`src/rtl/reg_file_arbiter_pkg.sv`:
```
// Shared types and constants for the two-port register-file arbiter.
// Holds the FSM state encoding and the address-to-CE decode helper.
package reg_file_arb_pkg;

  localparam int NUM_PORTS = 2;
  localparam int DATA_W    = 8;
  localparam int ADDR_W    = 2;
  localparam int NUM_REGS  = 1 << ADDR_W;

  typedef enum logic [1:0] {
    IDLE   = 2'd0,
    ACCESS = 2'd1,
    RESP   = 2'd2
  } state_e;

  // One-hot register enable for a given register address.
  function automatic logic [NUM_REGS-1:0] onehot_addr(input logic [ADDR_W-1:0] addr);
    onehot_addr = {{(NUM_REGS-1){1'b0}}, 1'b1} << addr;
  endfunction

endpackage

```
`src/rtl/reg_file_arbiter_if.sv`:
```
// Requester-side bus of the register-file arbiter: both ports' commands and responses.
// The arbiter uses the slave modport, the requesters the master modport.
interface reg_file_arbiter_if;
  import reg_file_arb_pkg::*;

  logic [NUM_PORTS-1:0] REQ;
  logic [NUM_PORTS-1:0] WE;
  logic [ADDR_W-1:0]    ADDR0;
  logic [ADDR_W-1:0]    ADDR1;
  logic [DATA_W-1:0]    WDATA0;
  logic [DATA_W-1:0]    WDATA1;
  logic [NUM_PORTS-1:0] GNT;
  logic [NUM_PORTS-1:0] DONE;
  logic [DATA_W-1:0]    RDATA0;
  logic [DATA_W-1:0]    RDATA1;
  logic                 BUSY;

  modport master (
    output REQ, WE, ADDR0, ADDR1, WDATA0, WDATA1,
    input  GNT, DONE, RDATA0, RDATA1, BUSY
  );

  modport slave (
    input  REQ, WE, ADDR0, ADDR1, WDATA0, WDATA1,
    output GNT, DONE, RDATA0, RDATA1, BUSY
  );

endinterface

```
`src/rtl/reg_file_arbiter_rr_arbiter2.sv`:
```
// Two-requester round-robin arbiter; the caller owns the 1-bit priority pointer
// and registers ptr_next_o, which hands priority to the loser after each grant.
module rr_arbiter2 (
  input  logic [1:0] req_i,
  input  logic       update_i,
  input  logic       ptr_i,
  output logic [1:0] gnt_o,
  output logic       winner_o,
  output logic       ptr_next_o
);

  // Grant decode and pointer advance.
  always_comb begin
    gnt_o      = 2'b00;
    winner_o   = 1'b0;
    ptr_next_o = ptr_i;
    case (req_i)
      2'b01: begin
        gnt_o    = 2'b01;
        winner_o = 1'b0;
      end
      2'b10: begin
        gnt_o    = 2'b10;
        winner_o = 1'b1;
      end
      2'b11: begin
        gnt_o    = ptr_i ? 2'b10 : 2'b01;
        winner_o = ptr_i;
      end
      default: begin
        gnt_o    = 2'b00;
        winner_o = 1'b0;
      end
    endcase
    if (update_i && (req_i != 2'b00)) begin
      ptr_next_o = ~winner_o;
    end else begin
      ptr_next_o = ptr_i;
    end
  end

endmodule

```
`src/rtl/reg_file_arbiter.sv`:
```
// Serializes two requesters onto the single register-file port: IDLE -> ACCESS -> RESP.
// Every output is a register, so REQ never reaches GNT combinationally.
module reg_file_arbiter
  import reg_file_arb_pkg::*;
(
  input  logic                CLK,
  input  logic                RSTN,
  reg_file_arbiter_if.slave   bus,
  output logic [ADDR_W-1:0]   RF_ADDR,
  output logic [NUM_REGS-1:0] RF_CE,
  output logic [DATA_W-1:0]   RF_DATA_IN,
  input  logic [DATA_W-1:0]   RF_DATA_OUT
);

  state_e               state_q;
  logic                 ptr_q;
  logic                 ptr_d;
  logic                 cmd_id_q;
  logic                 cmd_we_q;
  logic [NUM_PORTS-1:0] gnt_q;
  logic [NUM_PORTS-1:0] done_q;
  logic                 busy_q;
  logic [DATA_W-1:0]    rdata0_q;
  logic [DATA_W-1:0]    rdata1_q;
  logic [ADDR_W-1:0]    rf_addr_q;
  logic [NUM_REGS-1:0]  rf_ce_q;
  logic [DATA_W-1:0]    rf_din_q;

  logic [1:0]           arb_gnt_s;
  logic                 winner_s;
  logic                 win_we_s;
  logic [ADDR_W-1:0]    win_addr_s;
  logic [DATA_W-1:0]    win_wdata_s;

  rr_arbiter2 u_arb (
    .req_i      (bus.REQ),
    .update_i   (state_q == IDLE),
    .ptr_i      (ptr_q),
    .gnt_o      (arb_gnt_s),
    .winner_o   (winner_s),
    .ptr_next_o (ptr_d)
  );

  assign win_we_s    = winner_s ? bus.WE[1] : bus.WE[0];
  assign win_addr_s  = winner_s ? bus.ADDR1 : bus.ADDR0;
  assign win_wdata_s = winner_s ? bus.WDATA1 : bus.WDATA0;

  // Sequencer FSM with command, RF-drive and response registers.
  always_ff @(posedge CLK or negedge RSTN) begin
    if (!RSTN) begin
      state_q   <= IDLE;
      ptr_q     <= 1'b0;
      cmd_id_q  <= 1'b0;
      cmd_we_q  <= 1'b0;
      gnt_q     <= 2'b00;
      done_q    <= 2'b00;
      busy_q    <= 1'b0;
      rdata0_q  <= {DATA_W{1'b0}};
      rdata1_q  <= {DATA_W{1'b0}};
      rf_addr_q <= {ADDR_W{1'b0}};
      rf_ce_q   <= {NUM_REGS{1'b0}};
      rf_din_q  <= {DATA_W{1'b0}};
    end else begin
      ptr_q <= ptr_d;
      case (state_q)
        IDLE: begin
          done_q <= 2'b00;
          if (bus.REQ != 2'b00) begin
            state_q   <= ACCESS;
            cmd_id_q  <= winner_s;
            cmd_we_q  <= win_we_s;
            gnt_q     <= arb_gnt_s;
            busy_q    <= 1'b1;
            rf_addr_q <= win_addr_s;
            rf_din_q  <= win_wdata_s;
            rf_ce_q   <= win_we_s ? onehot_addr(win_addr_s) : {NUM_REGS{1'b0}};
          end else begin
            gnt_q   <= 2'b00;
            busy_q  <= 1'b0;
            rf_ce_q <= {NUM_REGS{1'b0}};
          end
        end
        ACCESS: begin
          state_q <= RESP;
          gnt_q   <= 2'b00;
          rf_ce_q <= {NUM_REGS{1'b0}};
          busy_q  <= 1'b1;
        end
        RESP: begin
          // RF_DATA_OUT now reflects the address driven during ACCESS.
          state_q <= IDLE;
          busy_q  <= 1'b0;
          done_q  <= cmd_id_q ? 2'b10 : 2'b01;
          if (!cmd_we_q && cmd_id_q) begin
            rdata1_q <= RF_DATA_OUT;
          end else if (!cmd_we_q) begin
            rdata0_q <= RF_DATA_OUT;
          end else begin
            rdata0_q <= rdata0_q;
          end
        end
        default: begin
          state_q <= IDLE;
          gnt_q   <= 2'b00;
          done_q  <= 2'b00;
          busy_q  <= 1'b0;
          rf_ce_q <= {NUM_REGS{1'b0}};
        end
      endcase
    end
  end

  assign bus.GNT    = gnt_q;
  assign bus.DONE   = done_q;
  assign bus.BUSY   = busy_q;
  assign bus.RDATA0 = rdata0_q;
  assign bus.RDATA1 = rdata1_q;
  assign RF_ADDR    = rf_addr_q;
  assign RF_CE      = rf_ce_q;
  assign RF_DATA_IN = rf_din_q;

endmodule

```
`src/flat_wrapper.sv`:
```
// flat-port wrapper written by rule: the top's interface ports become plain ports
module reg_file_arbiter_flat import reg_file_arb_pkg::*;
  (CLK, RSTN, RF_ADDR, RF_CE, RF_DATA_IN, RF_DATA_OUT, bus_REQ, bus_WE, bus_ADDR0, bus_ADDR1, bus_WDATA0, bus_WDATA1, bus_GNT, bus_DONE, bus_RDATA0, bus_RDATA1, bus_BUSY);
  reg_file_arbiter_if bus_i ();
  input  logic CLK;
  input  logic RSTN;
  output logic [ADDR_W-1:0] RF_ADDR;
  output logic [NUM_REGS-1:0] RF_CE;
  output logic [DATA_W-1:0] RF_DATA_IN;
  input  logic [DATA_W-1:0] RF_DATA_OUT;
  input wire logic [$bits(bus_i.REQ)-1:0] bus_REQ;
  input wire logic [$bits(bus_i.WE)-1:0] bus_WE;
  input wire logic [$bits(bus_i.ADDR0)-1:0] bus_ADDR0;
  input wire logic [$bits(bus_i.ADDR1)-1:0] bus_ADDR1;
  input wire logic [$bits(bus_i.WDATA0)-1:0] bus_WDATA0;
  input wire logic [$bits(bus_i.WDATA1)-1:0] bus_WDATA1;
  output wire logic [$bits(bus_i.GNT)-1:0] bus_GNT;
  output wire logic [$bits(bus_i.DONE)-1:0] bus_DONE;
  output wire logic [$bits(bus_i.RDATA0)-1:0] bus_RDATA0;
  output wire logic [$bits(bus_i.RDATA1)-1:0] bus_RDATA1;
  output wire logic [$bits(bus_i.BUSY)-1:0] bus_BUSY;
  assign bus_i.REQ = bus_REQ;
  assign bus_i.WE = bus_WE;
  assign bus_i.ADDR0 = bus_ADDR0;
  assign bus_i.ADDR1 = bus_ADDR1;
  assign bus_i.WDATA0 = bus_WDATA0;
  assign bus_i.WDATA1 = bus_WDATA1;
  assign bus_GNT = bus_i.GNT;
  assign bus_DONE = bus_i.DONE;
  assign bus_RDATA0 = bus_i.RDATA0;
  assign bus_RDATA1 = bus_i.RDATA1;
  assign bus_BUSY = bus_i.BUSY;
  reg_file_arbiter u_core (.CLK(CLK), .RSTN(RSTN), .bus(bus_i), .RF_ADDR(RF_ADDR), .RF_CE(RF_CE), .RF_DATA_IN(RF_DATA_IN), .RF_DATA_OUT(RF_DATA_OUT));
endmodule
```
`config.mk`:
```
export PLATFORM = sky130hd
export DESIGN_NAME = reg_file_arbiter_flat
export DESIGN_NICKNAME = d
export VERILOG_FILES = /design/src/rtl/reg_file_arbiter_pkg.sv /design/src/rtl/reg_file_arbiter_if.sv /design/src/rtl/reg_file_arbiter_rr_arbiter2.sv /design/src/rtl/reg_file_arbiter.sv /design/src/flat_wrapper.sv
export SDC_FILE = /design/constraint.sdc
export NUM_CORES = 1
export LEC_CHECK = 0
export CORE_MARGIN = 2
export CORE_UTILIZATION = 40
export DETAILED_ROUTE_END_ITERATION = 12
export MAX_ROUTING_LAYER = met4
export PLACE_DENSITY = 0.74
export SLEW_MARGIN = 20
export SYNTH_ARGS = -nofsm -noshare
export SYNTH_HDL_FRONTEND = slang
export SYNTH_SLANG_ARGS = --single-unit
```
`constraint.sdc`:
```
create_clock -name CLK -period 3.1 [get_ports CLK]
set_input_delay 0.31 -clock CLK [delete_from_list [all_inputs] [get_ports CLK]]
set_output_delay 0.31 -clock CLK [all_outputs]
set_load 0.02 [all_outputs]
```
## After elaboration in Yosys (flattened, before gate mapping)

Cells that the tools add are included.

| operators by class | value |
|---|---|
| shifts and indexed selects | 1 |
| eq/ne operators | 6 |
| bitwise logic cells | 3 |
| muxes and demuxes | 17 |
| reductions and logical operators | 8 |

Operator list:

| cell | number |
|---|---|
| $pmux 2 s2 | 3 |
| $mux 2 | 5 |
| $mux 4 | 2 |
| $mux 8 | 1 |
| $pmux 4 s2 | 1 |
| $eq 2x2->1 const B | 3 |
| $pmux 2 s3 | 1 |
| $eq 2x1->1 const B | 2 |
| $pmux 1 s2 | 2 |
| $reduce_and 2->1 | 2 |
| $shl 1x2->4 const A | 1 |
| $not 1->1 | 3 |
| $reduce_and 3->1 | 1 |
| $logic_and 1x1->1 | 2 |
| $logic_not 2->1 | 1 |
| $mux 1 | 2 |
| $ne 2x1->1 const B | 1 |
| $reduce_bool 2->1 | 1 |
| $logic_not 1->1 | 1 |

| storage, ports and cells | value |
|---|---|
| input bits | 34 |
| logic and storage cells | 47 |
| bits in registers | 40 |

## Longest topological paths before layout

Gate-level depths: netlist of run 1.

| depth | value |
|---|---|
| depth in word-level cells | 7 |
| mapped depth | 5 |
| depth with buffers taken out | 3 |

## Modules after synthesis

Synthesis of run 1 repeated with hierarchy kept, for this count alone.

| unflattened totals | value |
|---|---|
| cell total of the unflattened synthesis | 113 |
| area, all modules | 1,711.6 µm² |

Modules (own cells, without submodules):

| module | area each (µm²) | sequential area each (µm²) | cells each | instances |
|---|---|---|---|---|
| reg_file_arbiter | 1,674.1 | 1,001.0 | 107 | 1 |
| rr_arbiter2 | 37.5 | 0.0 | 6 | 1 |

## Worst setup path after synthesis of run 1

OpenSTA, ideal clock, no wires.

| path | value |
|---|---|
| path kind | reg-to-reg |
| from | register u_core.state_q[0] |
| to | register u_core.rdata0_q[0], in the netlist u_core.bus.RDATA0[0] |
| data required time | 2.975 ns |
| slack | 1.703 ns |
| period minus slack after synthesis | 1.397 ns |
| cell stages (with the launch flop) | 5 |
| arrival time | 1.272 ns |
| path through | dfrtp_1 > buf_2 > nand2b_4 > nor3_4 > mux2_2 |

| between the ends | value |
|---|---|
| cells in the longest elaborated chain, start to end | 2 |

RTL lines:

| element | line | source |
|---|---|---|
| start: declaration | reg_file_arbiter.sv:15 | `state_e state_q;` |
| start signal: assignment | reg_file_arbiter.sv:51 | `state_q <= IDLE;` |
| start signal: assignment | reg_file_arbiter.sv:69 | `state_q <= ACCESS;` |
| start signal: assignment | reg_file_arbiter.sv:84 | `state_q <= RESP;` |
| $eq 2x2->1 | reg_file_arbiter.sv:65 | `case (state_q)` |
| $reduce_and 3->1 (no line) | - |  |
| end signal: assignment | reg_file_arbiter.sv:58 | `rdata0_q <= {DATA_W{1'b0}};` |
| end signal: assignment | reg_file_arbiter.sv:99 | `rdata0_q <= rdata0_q;` |
| end: declaration | reg_file_arbiter.sv:23 | `logic [DATA_W-1:0] rdata0_q;` |

No other way between the ends.
A chain may end at the register's enable or synchronous reset.

## Final worst setup path of run 1

| path | value |
|---|---|
| from | register u_core.state_q[1] |
| to | register u_core.rdata1_q[2], in the netlist u_core.bus.RDATA1[2] |

| between the ends | value |
|---|---|
| cells in the longest elaborated chain, start to end | 2 |

RTL lines:

| element | line | source |
|---|---|---|
| $eq 2x2->1 | reg_file_arbiter.sv:65 |  |
| $reduce_and 2->1 (no line) | - |  |
| end signal: assignment | reg_file_arbiter.sv:59 | `rdata1_q <= {DATA_W{1'b0}};` |
| end: declaration | reg_file_arbiter.sv:24 | `logic [DATA_W-1:0] rdata1_q;` |

No other way between the ends.

==> impl_metrics.csv, run 1 <==
group,metric,value,unit
floorplan,fp.dieW,72.0,um
timing,fmax,517,MHz
timing,rsz0062_at_grt,"no",
cells_and_area,stdcell_count,272,
pwr,switching_power,0.000966,W
synthesis,ys_types,37,
timing,maxSlewViolCount,0,
synthesis,ys_ff_latch,40,
pwr,pwr-share-seq,0.369,
floorplan,die_y,72.0,um
timing,worst_pin_slew,0.899,ns
clock_tree,cts_resized,0,
global_route,grt_first_pass_wirelength,7270,um
global_route,grt.total_usage,0.183,
place,gp_congestion,0.778,
synthesis,synth_cells,155,
global_route,grt_overflow,0,
floorplan,die_area,5180,um^2
timing,post-route-period-util,0.623,
outcome,status,"finished clean",
floorplan,io_pins,69,
critical_path,cp.arrival,2.10,ns
floorplan,rows,24,
detailed_routing,antenna_left,0,
place,place_hpwl,3060,um
job,cap_violations,0,
clock_tree,clock_latency,0.28,ns
critical_path,path_class,"reg2reg",
pwr,power_density,976,nW/um^2
timing,relSlewSlack,0.401,
place,port_buffers,68,
pwr,p_comb_frac,0.503,
critical_path,startpoint_type,"flop",
detailed_routing,drcViolationCount,0,
global_route,top_usage_layer,"met2",
clock_tree,ctsRootBufferMaster,"clkbuf_8",
worst_hold_path,min_path_type,"in2async",
critical_path,r2r_setup_slack,1.17,ns
critical_path,crit_path_end_kind,"flop",
critical_path,worstPathRequired,3.27,ns
cells_and_area,nets,254,
cells_and_area,drive_gt1_frac,0.141,
synthesis,synthesis.nets,189,
detailed_routing,vias,1474,
synthesis,ys.flop_type,"dfrtp_1",
synthesis,synthArstFlopShare,1.00,
detailed_routing,first_pass_iters,4,
synthesis,synth_edf_count,0,
detailed_routing,wl,4350,um
timing,tns,0,ns
place,place_inst,265,
floorplan,start_util,0.419,
synthesis,yosys_warnings,0,
pwr,swShare,0.379,
timing,finalCriticalPeriod,1.93,ns
detailed_routing,vias_per_cell,5.42,
global_route,grt_max_degree,41,
global_route,met3_usage,0.0528,
cells_and_area,insertedDiodeCount,0,
clock_tree,cts_tree,"yes",
global_route,grtUsageMet1,0.249,
clock_tree,path_clk_slew,0.07,ns
clock_tree,cts_buffers,5,
critical_path,rr_worst_depth,3,
global_route,globalRouteMet2Util,0.275,
detailed_routing,post_drt_wl_per_cell,16.0,um
pwr,internal_power,0.00158,W
clock_tree,hold_buffers,0,
timing,whs,0.145,ns
pwr,ir_worst_vdd,0.506,mV
synthesis,synthesis.area,1850,um^2
clock_tree,cts_max_level,2,
timing,hold_viol,0,
pwr,power.share.clock,0.127,
critical_path,rr_endpoint,"u_core.bus.RDATA1[2]",
clock_tree,post_cts.repair.setup_buffers,0,
cells_and_area,area_delta_synth_final,41.2,%
critical_path,timing.rr.start,"u_core.state_q[1]",
critical_path,cp_max_fo,10,
global_route,antenna_found_initial,0,
detailed_routing,first_iter_violations,23,
floorplan,core_area,4410,um^2
cells_and_area,fillers,393,
global_route,grt_pass1_vias,1484,
clock_tree,cts_buffer_depth,2,
synthesis,synth_seq_area_share,0.542,
clock_tree,cts_sinks,40,
cells_and_area,final_util,0.591,
pwr,p_leak,1.06,nW
timing,setup_viol,0,
synthesis,synth.avg_cell_area,11.9,um^2
timing,fin_worst_skew,0.00595,ns
[cells by family (layout without fill, tap and decap cells)]
logic type / after synthesis / in the layout / synth area share
muxes: 16 / 16 / 0.114
and+or+nand+nor: 39 / 39 / 0.141
buffers and inverters: 15 / 80 / 0.0427
AOI/OAI and AO/OA: 45 / 45 / 0.161
DFF: 40 / 40 / 0.542
[how the worst max path moves through the flow]
| stage | startpoint | end | slack [ns] |
|---|---|---|---|
| final | u_core.state_q[1] | u_core.bus.RDATA1[2] | 1.17 |
| after global routing | u_core.state_q[1] | u_core.bus.RDATA1[2] | 1.05 |
| after CTS | u_core.state_q[1] | u_core.bus.RDATA1[2] | 1.16 |
| after detailed placement | bus_REQ[1] | u_core.RF_DATA_IN[7] | 0.93 |
| after global placement | bus_REQ[1] | u_core.RF_DATA_IN[7] | 1.02 |
| after floorplan | u_core.state_q[0] | u_core.bus.RDATA0[0] | 1.70 |
[cell usage in the layout, fill, tap and decap left out, types with 2 or more instances in the layout]
master           count
mux2_4               8
nand2b_1             2
nand3_1              9
and2_1               2
nand2_1              5
nor2_1               6
a2111oi_2            2
dfrtp_1             40
clkbuf_8             5
a22o_1               2
mux2_2               8
clkdlybuf4s50_1     67
a31oi_1             11
a221o_1              3
o21ai_0             10
o211ai_1             2
inv_1                4
a21oi_1             12
[sequential cells by signal, indices dropped and copies added (netlist names)]
signal / count
u_core.RF_ADDR: 2
u_core.RF_CE: 4
u_core.RF_DATA_IN: 8
u_core.bus.BUSY: 1
u_core.bus.DONE: 2
u_core.bus.GNT: 2
u_core.bus.RDATA0: 8
u_core.bus.RDATA1: 8
u_core.cmd_id_q: 1
u_core.cmd_we_q: 1
u_core.ptr_q: 1
u_core.state_q: 2
[critical path, stage by stage, from the launching register on]
cell,delay (ns)
dfrtp_1,0.59
nor2b_4,0.32
and3_1,0.55
mux2_4,0.35
[cell usage after synthesis (2+ instances only)]
master | count | area share
dfrtp_1 | 40 | 0.54
o21ai_0 | 10 | 0.027
nor2_1 | 6 | 0.012
a2111oi_2 | 2 | 0.016
a21oi_1 | 12 | 0.032
buf_2 | 6 | 0.016
nand2b_1 | 2 | 0.0068
and2_1 | 2 | 0.0068
clkbuf_1 | 3 | 0.0061
mux2_2 | 8 | 0.049
nand2_1 | 5 | 0.010
o211ai_1 | 2 | 0.0081
mux2_4 | 8 | 0.065
nand3_1 | 9 | 0.024
a221o_1 | 3 | 0.016
inv_1 | 4 | 0.0081
a22o_1 | 2 | 0.0095
a31oi_1 | 11 | 0.037
buf_6 | 2 | 0.012
[area by class of cell]
type                    instances  area (um^2)  share of cell area
clock buffers                   6         72.6              0.0278
clock inverters                 1         5.00             0.00192
inverters                       4         15.0             0.00575
multi-input cells             100          768               0.294
flip-flops and latches         40         1000               0.384
repair buffers                 69          683               0.262
well taps                      52         65.1              0.0249
[power by group through the flow]
stage          clock, W  sequential (W)  combinational [W]
2_1_floorplan         0         0.00115           0.000548
3_3_place_gp          0        0.000945            0.00127
3_5_place_dp          0        0.000949            0.00130
4_1_cts        0.000337        0.000944            0.00130
5_1_grt        0.000356        0.000979            0.00138
6_report       0.000325        0.000941            0.00128
[routing by layer]
| layer | vias to the layer above | wire (um) |
|---|---|---|
| met5 | - | 0 |
| met4 | 0 | 38 |
| met3 | 5 | 320 |
| met2 | 63 | 2010 |
| met1 | 709 | 1980 |
| li1 | 697 | - |
[per-stage QoR]
step                      setup WS, ns  instance area (um^2)  power (W)
after floorplan                   1.70                  1850    0.00170
after global placement            1.02                  2530    0.00222
after detailed placement         0.934                  2530    0.00225
after CTS                         1.16                  2610    0.00258
after global routing              1.05                  2610    0.00271
final                             1.17                  2610    0.00255
No activity file was read; power rests on OpenSTA's default activity.
==> inputs of run 2 (changes only) <==
--- a/config.mk
+++ b/config.mk
@@ -9,7 +9,7 @@
 export CORE_UTILIZATION = 40
 export DETAILED_ROUTE_END_ITERATION = 12
 export MAX_ROUTING_LAYER = met4
-export PLACE_DENSITY = 0.74
+export PLACE_DENSITY = 0.77
 export SLEW_MARGIN = 20
 export SYNTH_ARGS = -nofsm -noshare
 export SYNTH_HDL_FRONTEND = slang
==> constraint.sdc (replaced) <==
create_clock -name CLK -period 1.6 [get_ports CLK]
set_input_delay 0.16 -clock CLK [delete_from_list [all_inputs] [get_ports CLK]]
set_output_delay 0.16 -clock CLK [all_outputs]
set_load 0.02 [all_outputs]
==> impl_metrics.csv, run 2 (same netlist as run 1, synthesis figures left out) <==
group,metric,value,unit
critical_path,crit_start,"u_core.state_q[1]",
critical_path,slowest_stage,"dfrtp_1",
timing,whs,0.347,ns
cells_and_area,area_delta_synth_final,51.6,%
clock_tree,cts_sinks,40,
clock_tree,clock_latency,0.30,ns
critical_path,cp.arrival,1.69,ns
timing,fin_worst_skew,0.00676,ns
timing,tns,0,ns
critical_path,crit_path_end_kind,"flop",
clock_tree,hold_buffers,1,
job,cap_violations,0,
pwr,ir_worst_vdd,0.787,mV
global_route,grt_max_degree,41,
critical_path,cp-endpoint,"u_core.bus.RDATA1[2]",
timing,setup_viol,0,
global_route,antenna_found_initial,0,
cells_and_area,drive_gt1_frac,0.199,
timing,finalCriticalPeriod,1.51,ns
floorplan,io_pins,69,
clock_tree,cts_resized,0,
detailed_routing,wl,4650,um
floorplan,fp.dieW,72.0,um
critical_path,path_class,"reg2reg",
timing,rsz0062_at_grt,"no",
critical_path,rr_worst_depth,4,
critical_path,startpoint_type,"flop",
detailed_routing,antenna_left,0,
floorplan,start_util,0.419,
detailed_routing,vias_per_cell,5.36,
global_route,grt.total_usage,0.198,
critical_path,crit_path_max_incr_delay,0.53,ns
detailed_routing,vias,1543,
pwr,p_leak,1.16,nW
critical_path,critical_path_depth,4,
floorplan,die_area,5180,um^2
cells_and_area,nets,269,
timing,post-route-period-util,0.941,
critical_path,cp_max_fo,8,
place,gp_congestion,0.820,
timing,fmax,664,MHz
clock_tree,cts_tree,"yes",
outcome,status,"finished clean",
timing,maxSlewViolCount,0,
clock_tree,path_clk_slew,0.09,ns
critical_path,path_cells,"nor2b_4 > and3_1 > buf_12 > mux2_4",
critical_path,critical_path.top_delay_family,"flip-flops",
detailed_routing,first_iter_violations,60,
critical_path,rr_endpoint,"u_core.bus.RDATA1[2]",
floorplan,die_y,72.0,um
pwr,total_power,0.00539,W
global_route,grt_first_pass_wirelength,7730,um
critical_path,crit_buf_inv,1,
place,port_buffers,68,
global_route,grt_pass1_vias,1578,
global_route,grt_overflow,0,
place,place_hpwl,3340,um
critical_path,r2r_setup_slack,0.09,ns
cells_and_area,insertedDiodeCount,0,
timing,hold_viol,0,
detailed_routing,drcViolationCount,0,
timing,relSlewSlack,0.695,
timing,worst_pin_slew,0.458,ns
floorplan,core_area,4410,um^2
clock_tree,cts_max_level,2,
floorplan,rows,24,
clock_tree,post_cts.repair.setup_buffers,0,
clock_tree,cts_buffers,5,
clock_tree,cts_buffer_depth,2,
cells_and_area,final_common_cell,"clkdlybuf4s50_1",
detailed_routing,post_drt_wl_per_cell,16.1,um
critical_path,worstPathRequired,1.79,ns
clock_tree,ctsRootBufferMaster,"clkbuf_8",
critical_path,timing.rr.start,"u_core.state_q[1]",
pwr,power_density,1920,nW/um^2
cells_and_area,final_cell_mix,"67 x clkdlybuf4s50_1, 40 x dfrtp_1, 12 x a21oi_1, 12 x buf_4, 11 x a31oi_1",
detailed_routing,first_pass_iters,4,
worst_hold_path,min_path_type,"in2async",
run 2: stage by stage:
step	setup slack (ns)	utilization	instances	cell area, um^2
after global placement	-0.0652	0.606	279	2680
after floorplan	0.203	-	155	1850
after global routing	0.00186	0.635	288	2800
after CTS	0.0990	0.635	288	2800
final	0.0940	0.635	288	2800
after detailed placement	-0.0812	0.606	279	2680
run 2: how the worst min path moves through the flow:
stage	startpoint	to	slack [ns]	cells past startpoint
final	RSTN	u_core.bus.RDATA1[5]	0.35	3
after CTS	RSTN	u_core.bus.RDATA0[3]	0.36	3
after global routing	RSTN	u_core.bus.RDATA1[5]	0.39	3
after detailed placement	RSTN	u_core.bus.RDATA1[6]	0.15	2
after floorplan	RSTN	u_core.RF_ADDR[0]	-0.14	0
after global placement	RSTN	u_core.bus.RDATA0[6]	0.15	2
run 2: area by class of cell:
cell class,instances,area [um^2]
Multi-Input combinational cell,100,768
Inverter,4,15.0
Clock inverter,3,47.5
Sequential cell,40,1000
Fill cell,372,1610
Timing Repair Buffer,84,836
Tap cell,52,65.1
Clock buffer,5,68.8
run 2: power breakdown:
part | switching, W | leakage [nW] | internal [W] | total [W]
Combinational | 0.00125 | 0.620 | 0.00145 | 0.00270
Sequential | 0.000348 | 0.484 | 0.00147 | 0.00182
Clock | 0.000392 | 0.0583 | 0.000470 | 0.000862
run 2: worst register-to-register path, stage by stage (launching register included):
cell and delay (ns):
dfrtp_1 0.53, nor2b_4 0.21, and3_1 0.21, buf_12 0.15, mux2_4 0.30
run 2: metal layers:
metal	track usage	routed length, um
met1	0.262	2050
met2	0.310	2260
met3	0.0375	260
met4	0.0650	78
met5	-	0
